**src/rtl/mdu_pkg.sv**
```systemverilog
// Shared definitions for the multiply/divide unit: op encodings, FSM states,
// iteration count and the conditional two's-complement helper.
package mdu_pkg;

  localparam logic [1:0] OP_MULT  = 2'b00;
  localparam logic [1:0] OP_MULTU = 2'b01;
  localparam logic [1:0] OP_DIV   = 2'b10;
  localparam logic [1:0] OP_DIVU  = 2'b11;

  localparam int MDU_ITERS = 32;

  typedef enum logic [1:0] {
    S_IDLE = 2'd0,
    S_CALC = 2'd1,
    S_FIX  = 2'd2
  } state_e;

  // Negate v (two's complement) when neg is set. Operates at 64 bits; 32-bit
  // callers zero-extend and keep the low half, which is the 32-bit negation.
  function automatic logic [63:0] cneg(input logic [63:0] v, input logic neg);
    return neg ? (~v + 64'd1) : v;
  endfunction

endpackage

```
**src/rtl/mdu_hilo.sv**
```systemverilog
// Iterative MIPS32 multiply/divide unit with architectural HI/LO registers.
// One bit per cycle: shift-add multiply, restoring divide, then a sign fixup
// cycle. HI/LO only change on MTHI/MTLO in IDLE or at operation completion.
module mdu_hilo
  import mdu_pkg::*;
#(
  parameter int WIDTH = 32
) (
  input  logic             clk,
  input  logic             rst,
  input  logic             start,
  input  logic [1:0]       op,
  input  logic [WIDTH-1:0] a,
  input  logic [WIDTH-1:0] b,
  input  logic             hi_we,
  input  logic             lo_we,
  input  logic [WIDTH-1:0] wdata,
  output logic [WIDTH-1:0] hi,
  output logic [WIDTH-1:0] lo,
  output logic             busy,
  output logic             done
);

  localparam int DW = 2 * WIDTH;

  state_e           state_q, state_d;
  logic [4:0]       count_q, count_d;
  logic [1:0]       op_q, op_d;
  logic             sign_a_q, sign_a_d;   // dividend / multiplicand negative (signed ops only)
  logic             sign_b_q, sign_b_d;
  logic             dbz_q, dbz_d;
  logic [WIDTH-1:0] a_raw_q, a_raw_d;     // dividend as presented, returned in HI on divide by zero
  logic [WIDTH-1:0] opnd_q, opnd_d;       // multiplicand or divisor magnitude
  logic [DW-1:0]    acc_q, acc_d;         // mult: {partial, multiplier}; div: {remainder, quotient}
  logic [WIDTH-1:0] hi_q, hi_d;
  logic [WIDTH-1:0] lo_q, lo_d;
  logic             done_q, done_d;

  // Operand magnitudes at launch; unsigned ops never flag a sign.
  logic             is_signed_in;
  logic             sa_in, sb_in;
  logic [DW-1:0]    amag_w, bmag_w;

  assign is_signed_in = ~op[0];
  assign sa_in        = is_signed_in & a[WIDTH-1];
  assign sb_in        = is_signed_in & b[WIDTH-1];
  assign amag_w       = cneg({{WIDTH{1'b0}}, a}, sa_in);
  assign bmag_w       = cneg({{WIDTH{1'b0}}, b}, sb_in);

  // One iteration of each algorithm, computed from the current accumulator.
  logic [WIDTH:0]   mul_sum;
  logic [WIDTH:0]   div_rem_s;
  logic [WIDTH:0]   div_diff;

  assign mul_sum   = {1'b0, acc_q[DW-1:WIDTH]} + {1'b0, (acc_q[0] ? opnd_q : {WIDTH{1'b0}})};
  assign div_rem_s = {acc_q[DW-1:WIDTH], acc_q[WIDTH-1]};
  assign div_diff  = div_rem_s - {1'b0, opnd_q};

  // Sign-corrected results used in the FIX cycle.
  logic [DW-1:0]    prod_fix;
  logic [DW-1:0]    quo_fix;
  logic [DW-1:0]    rem_fix;

  assign prod_fix = cneg(acc_q, sign_a_q ^ sign_b_q);
  assign quo_fix  = cneg({{WIDTH{1'b0}}, acc_q[WIDTH-1:0]}, sign_a_q ^ sign_b_q);
  assign rem_fix  = cneg({{WIDTH{1'b0}}, acc_q[DW-1:WIDTH]}, sign_a_q);

  // State, datapath and HI/LO registers.
  always_ff @(posedge clk) begin
    if (rst) begin
      state_q  <= S_IDLE;
      count_q  <= '0;
      op_q     <= OP_MULT;
      sign_a_q <= 1'b0;
      sign_b_q <= 1'b0;
      dbz_q    <= 1'b0;
      a_raw_q  <= '0;
      opnd_q   <= '0;
      acc_q    <= '0;
      hi_q     <= '0;
      lo_q     <= '0;
      done_q   <= 1'b0;
    end else begin
      state_q  <= state_d;
      count_q  <= count_d;
      op_q     <= op_d;
      sign_a_q <= sign_a_d;
      sign_b_q <= sign_b_d;
      dbz_q    <= dbz_d;
      a_raw_q  <= a_raw_d;
      opnd_q   <= opnd_d;
      acc_q    <= acc_d;
      hi_q     <= hi_d;
      lo_q     <= lo_d;
      done_q   <= done_d;
    end
  end

  // Next-state logic: launch/MT writes in IDLE, iterate in CALC, commit in FIX.
  always_comb begin
    state_d  = state_q;
    count_d  = count_q;
    op_d     = op_q;
    sign_a_d = sign_a_q;
    sign_b_d = sign_b_q;
    dbz_d    = dbz_q;
    a_raw_d  = a_raw_q;
    opnd_d   = opnd_q;
    acc_d    = acc_q;
    hi_d     = hi_q;
    lo_d     = lo_q;
    done_d   = 1'b0;

    unique case (state_q)
      S_IDLE: begin
        if (hi_we) hi_d = wdata;
        if (lo_we) lo_d = wdata;
        if (start) begin
          state_d  = S_CALC;
          count_d  = '0;
          op_d     = op;
          sign_a_d = sa_in;
          sign_b_d = sb_in;
          dbz_d    = (b == '0);
          a_raw_d  = a;
          // Divide iterates over the dividend bits; multiply over the multiplier bits.
          opnd_d   = op[1] ? bmag_w[WIDTH-1:0] : amag_w[WIDTH-1:0];
          acc_d    = {{WIDTH{1'b0}}, (op[1] ? amag_w[WIDTH-1:0] : bmag_w[WIDTH-1:0])};
        end
      end

      S_CALC: begin
        if (op_q[1]) begin
          // Restoring step: keep the trial subtraction only when it stays non-negative.
          if (!div_diff[WIDTH])
            acc_d = {div_diff[WIDTH-1:0], acc_q[WIDTH-2:0], 1'b1};
          else
            acc_d = {div_rem_s[WIDTH-1:0], acc_q[WIDTH-2:0], 1'b0};
        end else begin
          acc_d = {mul_sum, acc_q[WIDTH-1:1]};
        end
        count_d = count_q + 5'd1;
        if (count_q == 5'(MDU_ITERS - 1)) state_d = S_FIX;
      end

      S_FIX: begin
        if (!op_q[1]) begin
          hi_d = prod_fix[DW-1:WIDTH];
          lo_d = prod_fix[WIDTH-1:0];
        end else if (dbz_q) begin
          hi_d = a_raw_q;
          lo_d = {WIDTH{1'b1}};
        end else begin
          hi_d = rem_fix[WIDTH-1:0];
          lo_d = quo_fix[WIDTH-1:0];
        end
        done_d  = 1'b1;
        state_d = S_IDLE;
      end

      default: state_d = S_IDLE;
    endcase
  end

  assign hi   = hi_q;
  assign lo   = lo_q;
  assign busy = (state_q != S_IDLE);
  assign done = done_q;

endmodule
```
**config.mk**
```make
export PLATFORM = sky130hd
export DESIGN_NAME = mdu_hilo
export DESIGN_NICKNAME = d
export VERILOG_FILES = /design/src/rtl/mdu_pkg.sv /design/src/rtl/mdu_hilo.sv
export SDC_FILE = /design/constraint.sdc
export NUM_CORES = 1
export LEC_CHECK = 0
export BUFFER_PORTS_ARGS = -buffer_cell sky130_fd_sc_hd__buf_4
export CAP_MARGIN = 15
export CORE_MARGIN = 2
export CORE_UTILIZATION = 57
export CTS_CLUSTER_DIAMETER = 30
export DETAILED_ROUTE_END_ITERATION = 8
export PLACE_DENSITY = 0.83
export RECOVER_POWER = 50
export SYNTH_ARGS = -nofsm -noshare
export SYNTH_HDL_FRONTEND = slang
export SYNTH_SLANG_ARGS = --single-unit
export TNS_END_PERCENT = 100
```
**constraint.sdc**
```tcl
create_clock -name clk -period 8.2 [get_ports clk]
set_input_delay 1.23 -clock clk [delete_from_list [all_inputs] [get_ports clk]]
set_output_delay 1.23 -clock clk [all_outputs]
set_load 0.1 [all_outputs]
```
# Word-level counts from Yosys, hierarchy flattened
# Index checks and enable logic that the tools add are counted.
# totals
register_bits,205
latch_bits,0
ram_bits,0
rom_bits,0
input_bits,103
output_inout_bits,66
wordCells,72
mem_count,0
# classes
add_sub_neg,8
multipliers,0
div_mod_pow,0
magnitude_cmp,0
eq_ne,7
shifts,0
muxes,26
bitwise,9
reduce_logical,10
# ops
op,n
32-bit two-way mux,13
64-bit two-way mux,4
32-bit by 1-bit adder with 32-bit output (second input constant),4
32-bit inverter,4
32-bit case mux with 2 select lines,2
64-bit case mux with 2 select lines,1
64-bit by 1-bit adder with 64-bit output (second input constant),1
64-bit inverter,1
32-bit by 32-bit adder with 33-bit output,1
33-bit by 32-bit subtractor with 33-bit output,1
32-bit zero test,1
5-bit case mux with 2 select lines,1
2-bit AND reduction,5
2-bit != test (second input constant),4
2-bit nonzero test,3
5-bit by 1-bit adder with 5-bit output (second input constant),1
5-bit equality test (second input constant),1
5-bit two-way mux,1
2-bit two-way mux,2
2-bit case mux with 2 select lines,1
1-bit bitwise AND,2
2-bit by 1-bit equality test with 1-bit output (second input constant),1
2-bit equality test (second input constant),1
2-bit zero test,1
other kinds (3),3

# Logic depth before layout (Yosys ltp)
# Gate-level depths: netlist of run 1.
# logic_depth
depth_word,6
mapped_depth,14
mapped_depth_nobuf,13

# Worst setup path after synthesis of run 1
# No wires, ideal clock.
# synth_path
kind,input to register
start,in a[10]
end,reg opnd_q[30]
t_arrival_ns,3.642
required_time_ns,8.066
path_slack_ns,4.424
path_stages,9
cell_sequence,or4_4 or4_4 or4_4 o41ai_2 o21ai_0 xnor2_1 nor2_1 a211oi_1 a211oi_1
# synth_between
elab_chain_len,4
# synth_rtl
item,line_no,text
start: declaration,mdu_hilo.sv:13,"input logic [WIDTH-1:0] a,"
32-bit inverter,mdu_pkg.sv:21,return neg ? (~v + 64'd1) : v;
32-bit by 1-bit adder with 32-bit output,mdu_pkg.sv:21,
32-bit two-way mux,mdu_pkg.sv:21,
32-bit two-way mux,mdu_hilo.sv:127,opnd_d = op[1] ? bmag_w[WIDTH-1:0] : amag_w[WIDTH-1:0];
end signal: assignment,mdu_hilo.sv:91,opnd_q <= opnd_d;
end: declaration,mdu_hilo.sv:33,"logic [WIDTH-1:0] opnd_q, opnd_d;"
# No other way between the ends.
# A chain may end at the register's enable or synchronous reset.

==> impl_table.tex, run 1 <==
\begin{tabular}{lr}
\hline
Metric & Value \\
\hline
\multicolumn{2}{l}{\textbf{Status}} \\
\quad Status & finished with violations \\
\quad Failing checks & capacitance limit, slew limit \\
\multicolumn{2}{l}{\textbf{Clock tree}} \\
\quad Skew-Pair Late Insertion Delay & 0.58 ns \\
\quad Cell at the root of the clock tree & sky130\_fd\_sc\_hd\_\_clkbuf\_16 \\
\quad Clock slew seen by the registers of the worst setup and hold paths & 0.04 ns \\
\quad Total setup buffers inserted after CTS & 0 \\
\quad Number of clock sinks seen by CTS & 204 \\
\quad Total of cells resized after clock tree synthesis & 0 \\
\quad Number of buffers inserted for hold repair after clock tree synthesis & 0 \\
\quad Clock tree buffer depth & 3 \\
\quad Total CTS buffers & 53 \\
\quad Clock H-tree levels & 2 \\
\quad CTS tree & built \\
\multicolumn{2}{l}{\textbf{Setup path}} \\
\quad Crit Reg-Reg Startpoint & state\_q[1] \\
\quad Maximum fanout along the worst path & 54 \\
\quad Worst EP required & 8.64 ns \\
\quad Critical path origin & rst \\
\quad Worst Setup EP & acc\_q[26] \\
\quad Critical path startpoint category & input port \\
\quad FF-to-FF End & lo[3] \\
\quad Crit end category & register \\
\quad Arrival time at the worst endpoint & 6.24 ns \\
\quad Worst setup slack for register-to-register paths & 2.64 ns \\
\quad Length in cells of the worst reg-to-reg path & 5 \\
\quad Critical path class & input port to register \\
\multicolumn{2}{l}{\textbf{Power and ir drop}} \\
\quad Switching Share & 0.346 \\
\quad Leak & 7.68 nW \\
\quad Worst vdd rail ir drop & 0.164 mV \\
\quad Internal power & 2.83 mW \\
\quad Power, Total & 4.33 mW \\
\quad Power density over the cells & 221 nW/um2 \\
\quad Part of the power in combinational logic & 0.245 \\
\quad Share of total power in sequential cells & 0.266 \\
\quad Psw & 1.50 mW \\
\quad Clock Power Share & 0.488 \\
\multicolumn{2}{l}{\textbf{Yosys}} \\
\quad \#FFs+latches synth & 204 \\
\quad Net count after synthesis & 2444 \\
\quad Syn Inst Count & 2269 \\
\quad Post-synth cell types & 95 \\
\quad Count of warnings emitted by yosys & 0 \\
\quad Ys async rst share & 0 \\
\quad Average size of a mapped cell & 7.41 um2 \\
\quad EDFF count, synth & 0 \\
\quad Sequential share of the synthesized area & 0.243 \\
\quad Netlist area before placement & 16800 um2 \\
\quad Primary flip-flop cell chosen by synthesis mapping & sky130\_fd\_sc\_hd\_\_dfxtp\_1 \\
\multicolumn{2}{l}{\textbf{Global routing}} \\
\quad GR Util met2 & 0.646 \\
\quad Total track usage & 0.435 \\
\quad Initial antenna violation count & 2 \\
\quad Met1 layer usage reported by global route & 0.581 \\
\quad Global-route wire length before repair & 105 mm \\
\quad GRT busiest layer & met2 \\
\quad Grt met3 use & 0.0853 \\
\quad Aggregate global routing overflow & 0 \\
\quad Pin count of the biggest net entering global routing & 74 \\
\quad Vias in the first global route & 17751 \\
\multicolumn{2}{l}{\textbf{Placement}} \\
\quad Placed wire-length estimate after detailed placement & 50.8 mm \\
\quad Pre-CTS WS & 3.84 ns \\
\quad RePlAce Congestion & 1.00 \\
\quad Area after DPL & 18000 um2 \\
\quad Input/output buffers & 168 \\
\multicolumn{2}{l}{\textbf{Route}} \\
\quad Detail-routed via count per cell & 6.86 \\
\quad DR iter-0 viols & 2708 \\
\quad Vias post-DR & 18997 \\
\quad First-pass iteration count of the detailed router & 6 \\
\quad Count of unresolved DRC violations after routing & 0 \\
\quad Post-route ant nets & 0 \\
\quad WL final & 69.2 mm \\
\quad Average wire per cell in the routed design & 25.0 um \\
\multicolumn{2}{l}{\textbf{STA}} \\
\quad Normalized max-slew margin & -0.912 \\
\quad Clock skew after layout & 0.0321 ns \\
\quad Worst path setup slack after routing & 2.40 ns \\
\quad Actual transition at the worst max-transition pin & 2.87 ns \\
\quad Final Hold Fails & 0 \\
\quad Unrepaired setup endpoints after global routing & no \\
\quad Final Cycle Share & 0.707 \\
\quad Final critical path time including I/O delays and setup & 5.80 ns \\
\quad Number of setup violations in the final report & 0 \\
\quad Achievable Freq & 173 MHz \\
\quad Final setup TNS & 0 ns \\
\quad Final slew viol count & 218 \\
\multicolumn{2}{l}{\textbf{Cells and area}} \\
\quad Area growth from synthesis to layout & 16.3\% \\
\quad Area of all placed cells without fillers & 19600 um2 \\
\quad Count of filler cells inserted in the layout & 2533 \\
\quad Leading cell type in the layout, fill and taps excluded & sky130\_fd\_sc\_hd\_\_nand2\_1 \\
\quad Most frequent cells in the layout & sky130\_fd\_sc\_hd\_\_nand2\_1 (269), sky130\_fd\_sc\_hd\_\_a21oi\_1 (244), sky130\_fd\_sc\_hd\_\_nor2\_1 (204) \\
\quad Post-layout nets & 2520 \\
\quad Count of antenna diodes in the layout & 0 \\
\quad Proportion of layout cells with a drive suffix above 1 & 0.109 \\
\quad Final Core Density & 0.678 \\
\multicolumn{2}{l}{\textbf{Floorplanning}} \\
\quad DIE HEIGHT & 176 um \\
\quad Width of the chip & 176 um \\
\quad Effective utilization at floorplan & 0.583 \\
\quad FP Rows & 62 \\
\quad Boundary pin count & 169 \\
\quad Area of the die & 30900 um2 \\
\quad Placeable core area & 28900 um2 \\
\multicolumn{2}{l}{\textbf{Worst hold path}} \\
\quad Class of the tightest hold or removal check & register to register \\
\multicolumn{2}{l}{\textbf{Run}} \\
\quad Number of max-cap violations & 4 \\
\hline
\end{tabular}
## kinds of logic after synthesis
kind of cell             Yosys count  share of synthesized area
XOR/XNOR                         169                     0.0880
adder cells (fa/ha/maj)           72                     0.0544
flip-flops                       204                      0.243
AND/OR/NAND/NOR                  734                      0.206
multiplexers                      79                     0.0474
AO/OA/AOI/OAI                    770                      0.299
buffers and inverters            241                     0.0625
## per-stage QoR
step,hold slack (ns),std cells
CTS,0.450,2768
floorplan,0.432,2269
global route,0.468,2769
detailed placement,0.444,2673
global placement,0.440,2673
finish,0.449,2769
## layout make-up
cell class | instances | area [um2] | share of cell area
clock inverters | 26 | 322 | 0.0164
inverters | 73 | 274 | 0.0140
repair buffers | 189 | 1170 | 0.0597
multi-input cells | 1824 | 11700 | 0.599
clock buffers | 69 | 1510 | 0.0770
flip-flops and latches | 204 | 4090 | 0.209
well taps | 384 | 480 | 0.0245
## power groups by stage
stage | Clock, mW | Combinational [mW] | Sequential (mW)
finish | 2.11 | 1.06 | 1.15
global route | 2.16 | 1.12 | 1.15
CTS | 2.10 | 1.05 | 1.15
detailed placement | 0 | 1.04 | 1.16
global placement | 0 | 1.03 | 1.16
floorplan | 0 | 0.606 | 1.27
## state kept, by name, indices dropped and copies added (netlist names)
name	flops
a_raw_q	32
acc_q	64
count_q	5
dbz_q	1
done	1
hi	32
lo	32
op_q	1
opnd_q	32
sign_a_q	1
sign_b_q	1
state_q	2
## critical path: stages
cell and delay, ns:
sky130_fd_sc_hd__clkbuf_1 1.81, sky130_fd_sc_hd__clkbuf_1 1.86, sky130_fd_sc_hd__nor2_1 0.65, sky130_fd_sc_hd__o21ai_1 0.25, sky130_fd_sc_hd__a21oi_1 0.09, sky130_fd_sc_hd__a221o_1 0.29
## Yosys cell counts (9+ instances only)
cell                       count  share of area
sky130_fd_sc_hd__nand2_1     270          0.060
sky130_fd_sc_hd__a21oi_1     244          0.073
sky130_fd_sc_hd__nor2_1      207          0.046
sky130_fd_sc_hd__dfxtp_1     204           0.24
sky130_fd_sc_hd__o21ai_0     137          0.041
sky130_fd_sc_hd__clkbuf_1    136          0.030
sky130_fd_sc_hd__xnor2_1     106          0.055
sky130_fd_sc_hd__a211oi_1     79          0.035
sky130_fd_sc_hd__mux2i_1      73          0.043
sky130_fd_sc_hd__inv_1        71          0.016
sky130_fd_sc_hd__ha_1         70          0.052
sky130_fd_sc_hd__xor2_1       63          0.033
sky130_fd_sc_hd__nor3_1       55          0.016
sky130_fd_sc_hd__o211ai_1     47          0.021
sky130_fd_sc_hd__o221ai_1     44          0.023
sky130_fd_sc_hd__nand3_1      37          0.011
sky130_fd_sc_hd__o31ai_1      26          0.012
sky130_fd_sc_hd__a21o_1       22         0.0098
sky130_fd_sc_hd__and3_1       21         0.0078
sky130_fd_sc_hd__nand2b_1     18         0.0067
sky130_fd_sc_hd__a22oi_1      17         0.0076
sky130_fd_sc_hd__a31oi_1      17         0.0063
sky130_fd_sc_hd__nor4_1       16         0.0059
sky130_fd_sc_hd__a221oi_1     15         0.0078
sky130_fd_sc_hd__and2_1       15         0.0056
sky130_fd_sc_hd__nor2b_1      14         0.0052
sky130_fd_sc_hd__o41ai_1      12         0.0062
sky130_fd_sc_hd__or4_1        12         0.0054
sky130_fd_sc_hd__buf_1        11         0.0025
sky130_fd_sc_hd__clkbuf_8     10         0.0082
sky130_fd_sc_hd__o21a_1       10         0.0045
sky130_fd_sc_hd__or3_1        10         0.0037
sky130_fd_sc_hd__a311oi_1      9         0.0047
## how the worst min path moves through the flow
stage                     slack (ns)  startpoint  cells after the start          to
after global routing            0.47  opnd_q[16]                      2  opnd_q[16]
after CTS                       0.45      lo[19]                      2      lo[19]
after global placement          0.44      lo[19]                      2      lo[19]
after detailed placement        0.44      lo[17]                      2      lo[17]
final                           0.45  opnd_q[14]                      2  opnd_q[14]
after floorplan                 0.43  a_raw_q[7]                      2  a_raw_q[7]
## routing by layer
metal / vias to the layer above / share of wire
met5: - / 0.00013
met4: 2 / 0.072
met3: 273 / 0.12
met2: 1335 / 0.42
met1: 8893 / 0.39
li1: 8494 / -
Note: power is estimated with default switching activity, not from simulation.
==> inputs of run 2 (changes only) <==
==> constraint.sdc (replaced) <==
create_clock -name clk -period 5.62 [get_ports clk]
set_input_delay 0.843 -clock clk [delete_from_list [all_inputs] [get_ports clk]]
set_output_delay 0.843 -clock clk [all_outputs]
set_load 0.1 [all_outputs]
==> impl_table.tex, run 2 (same netlist as run 1, synthesis figures left out) <==
\begin{tabular}{lr}
\hline
Metric & Value \\
\hline
\multicolumn{2}{l}{\textbf{STA}} \\
\quad Normalized max-slew margin & -1.14 (-0.232) \\
\quad Number of setup violations in the final report & 0 (unchanged) \\
\quad Actual transition at the worst max-transition pin & 3.22 ns (+0.349 ns) \\
\quad Final Cycle Share & 0.848 \\
\quad Final slew viol count & 214 (-1.8\%) \\
\quad Final critical path time including I/O delays and setup & 4.77 ns \\
\quad Clock skew after layout & 0.0541 ns (+0.0220 ns) \\
\quad Worst path setup slack after routing & 0.853 ns (-1.55 ns) \\
\quad Unrepaired setup endpoints after global routing & no \\
\quad Final Hold Fails & 0 (unchanged) \\
\quad Achievable Freq & 210 MHz \\
\quad Final setup TNS & 0 ns (unchanged) \\
\multicolumn{2}{l}{\textbf{Global routing}} \\
\quad Global-route wire length before repair & 103 mm (-1.5\%) \\
\quad Aggregate global routing overflow & 0 (unchanged) \\
\quad Initial antenna violation count & 1 (-1) \\
\quad Total track usage & 0.430 (-0.00436) \\
\quad Vias in the first global route & 17480 (-1.5\%) \\
\quad Pin count of the biggest net entering global routing & 80 (+8.1\%) \\
\multicolumn{2}{l}{\textbf{Placement}} \\
\quad Total placed cells including tap cells & 2681 (+0.30\%) \\
\quad RePlAce Congestion & 1.04 (+3.6\%) \\
\quad Pre-CTS WS & 1.45 ns (-2.39 ns) \\
\quad Area after DPL & 18100 um2 (+0.35\%) \\
\quad Placed wire-length estimate after detailed placement & 50.8 mm (+0.13\%) \\
\quad Input/output buffers & 168 (unchanged) \\
\multicolumn{2}{l}{\textbf{Clock tree}} \\
\quad Cell at the root of the clock tree & sky130\_fd\_sc\_hd\_\_clkbuf\_16 \\
\quad Clock tree buffer depth & 3 (unchanged) \\
\quad Total CTS buffers & 52 (-1.9\%) \\
\quad Total of cells resized after clock tree synthesis & 0 (unchanged) \\
\quad CTS tree & built \\
\quad Clock H-tree levels & 2 (unchanged) \\
\quad Clock slew seen by the registers of the worst setup and hold paths & 0.04 ns (about the same) \\
\quad Number of buffers inserted for hold repair after clock tree synthesis & 0 (unchanged) \\
\quad Total setup buffers inserted after CTS & 0 (unchanged) \\
\quad Skew-Pair Late Insertion Delay & 0.60 ns (+0.02 ns) \\
\quad Number of clock sinks seen by CTS & 204 (unchanged) \\
\multicolumn{2}{l}{\textbf{Route}} \\
\quad Post-route ant nets & 0 (unchanged) \\
\quad WL final & 68.7 mm (-0.73\%) \\
\quad Average wire per cell in the routed design & 24.8 um (-0.94\%) \\
\quad First-pass iteration count of the detailed router & 6 (unchanged) \\
\quad Detail-routed via count per cell & 6.85 (-0.17\%) \\
\quad Count of unresolved DRC violations after routing & 0 (unchanged) \\
\quad DR iter-0 viols & 2532 (-6.5\%) \\
\quad Vias post-DR & 19006 (+0.047\%) \\
\multicolumn{2}{l}{\textbf{Power and ir drop}} \\
\quad Power density over the cells & 325 nW/um2 (+47\%) \\
\quad Power, Total & 6.39 mW (+48\%) \\
\quad Switching Share & 0.336 (-0.0103) \\
\quad Psw & 2.14 mW (+43\%) \\
\quad Leak & 7.72 nW (+0.56\%) \\
\quad Clock Power Share & 0.496 (+0.008) \\
\quad Worst vdd rail ir drop & 0.336 mV (+100\%) \\
\quad Share of total power in sequential cells & 0.263 (-0.003) \\
\quad Internal power & 4.25 mW (+50\%) \\
\quad Part of the power in combinational logic & 0.241 (-0.004) \\
\multicolumn{2}{l}{\textbf{Cells and area}} \\
\quad Non-filler cells in the finished layout & 2775 (+0.22\%) \\
\quad Largest register by flop count & acc\_q \\
\quad Count of antenna diodes in the layout & 0 (unchanged) \\
\quad Max FFs per register & 64 (unchanged) \\
\quad Area growth from synthesis to layout & 16.9\% \\
\quad Post-layout nets & 2526 (+0.24\%) \\
\quad Count of filler cells inserted in the layout & 2516 (-0.67\%) \\
\quad Leading cell type in the layout, fill and taps excluded & sky130\_fd\_sc\_hd\_\_nand2\_1 \\
\quad Most frequent cells in the layout & sky130\_fd\_sc\_hd\_\_nand2\_1 (269), sky130\_fd\_sc\_hd\_\_a21oi\_1 (244), sky130\_fd\_sc\_hd\_\_nor2\_1 (203), sky130\_fd\_sc\_hd\_\_dfxtp\_1 (203), sky130\_fd\_sc\_hd\_\_o21ai\_0 (137) \\
\quad Proportion of layout cells with a drive suffix above 1 & 0.110 (+0.00182) \\
\quad Area of all placed cells without fillers & 19700 um2 (+0.47\%) \\
\multicolumn{2}{l}{\textbf{Floorplanning}} \\
\quad Effective utilization at floorplan & 0.583 (unchanged) \\
\quad DIE HEIGHT & 176 um (unchanged) \\
\quad Placeable core area & 28900 um2 (unchanged) \\
\quad Width of the chip & 176 um (unchanged) \\
\quad Boundary pin count & 169 (unchanged) \\
\quad FP Rows & 62 (unchanged) \\
\quad Area of the die & 30900 um2 (unchanged) \\
\multicolumn{2}{l}{\textbf{Worst hold path}} \\
\quad Count of cells along the worst hold path & 2 (unchanged) \\
\quad Hold path startpoint & lo[9] \\
\quad Worst hold endpoint & lo[9] \\
\quad Class of the tightest hold or removal check & register to register \\
\multicolumn{2}{l}{\textbf{Setup path}} \\
\quad Length in cells of the worst reg-to-reg path & 6 (+1) \\
\quad Crit Reg-Reg Startpoint & state\_q[1] \\
\quad FF-to-FF End & opnd\_q[21] \\
\quad Maximum cell stage delay along the critical path & 2.25 ns (+0.39 ns) \\
\quad Worst EP required & 6.14 ns (-2.50 ns) \\
\quad Worst setup slack for register-to-register paths & 0.85 ns (-1.79 ns) \\
\quad Cell at the slowest stage of the critical path & sky130\_fd\_sc\_hd\_\_clkbuf\_1 \\
\quad Crit end category & register \\
\quad Critical path startpoint category & register \\
\quad Arrival time at the worst endpoint & 5.28 ns (-0.96 ns) \\
\quad Critical path class & register to register \\
\quad Maximum fanout along the worst path & 69 (+28\%) \\
\quad Cell breakdown of the critical path & nor2\_1, and2\_2, clkbuf\_1, nand2\_1, a211oi\_1, a31o\_2 \\
\multicolumn{2}{l}{\textbf{Status}} \\
\quad Status & finished with violations \\
\quad Failing checks & capacitance limit, slew limit \\
\multicolumn{2}{l}{\textbf{Run}} \\
\quad Number of max-cap violations & 4 (unchanged) \\
\hline
\end{tabular}
[run 2: changes by cell type in the layout (fill, tap and decap cells not counted), sizes merged]
cell and delta:
bufinv +2, buf +7, clkinvlp +1, clkbuf +5, clkinv -8, inv -1
[run 2: area by class of cell]
class                           count  area, um2  area share
Timing Repair Buffer              196       1200      0.0611
Clock inverter                     20        350      0.0178
Inverter                           73        274      0.0139
Multi-Input combinational cell   1824      11700       0.596
Tap cell                          384        480      0.0244
Sequential cell                   204       4090       0.208
Clock buffer                       74       1540      0.0785
[run 2: critical path: cells and delay by family (launching register included)]
| family | cells | cell delay [ns] |
|---|---|---|
| compound gates | 2 | 0.68 |
| buf+inv | 1 | 2.25 |
| flops | 1 | 0.44 |
| simple gates | 3 | 1.26 |
[run 2: how the worst max path moves through the flow]
| stage | from | endpoint | slack [ns] | cells past startpoint |
|---|---|---|---|---|
| 2_1_floorplan | acc_q[36] | acc_q[50] | 2.18 | 11 |
| 3_3_place_gp | acc_q[0] | hi[2] | 1.51 | 10 |
| 3_5_place_dp | acc_q[0] | hi[2] | 1.45 | 10 |
| 4_1_cts | acc_q[0] | hi[2] | 1.34 | 10 |
| 5_1_grt | state_q[1] | opnd_q[21] | 0.69 | 6 |
| 6_report | state_q[1] | opnd_q[21] | 0.85 | 6 |
[run 2: through the flow]
step / utilization / hold WS (ns)
detailed placement: 0.626 / 0.446
CTS: 0.691 / 0.450
global placement: 0.626 / 0.441
finish: 0.681 / 0.451
global route: 0.681 / 0.467
floorplan: - / 0.432
[run 2: power by group through the flow]
stage | registers (mW) | clock network, mW | logic [mW]
after CTS | 1.67 | 3.17 | 1.52
final | 1.68 | 3.17 | 1.54
after global placement | 1.69 | 0 | 1.49
after detailed placement | 1.69 | 0 | 1.51
after floorplan | 1.85 | 0 | 0.884
after global routing | 1.68 | 3.26 | 1.63
[run 2: per-layer routing]
layer,GRT usage,vias up,share of wire
li1,-,8507,-
met1,0.574,8912,0.39
met2,0.646,1338,0.43
met3,0.0946,247,0.12
met4,0.234,2,0.061
met5,0,-,0.00016
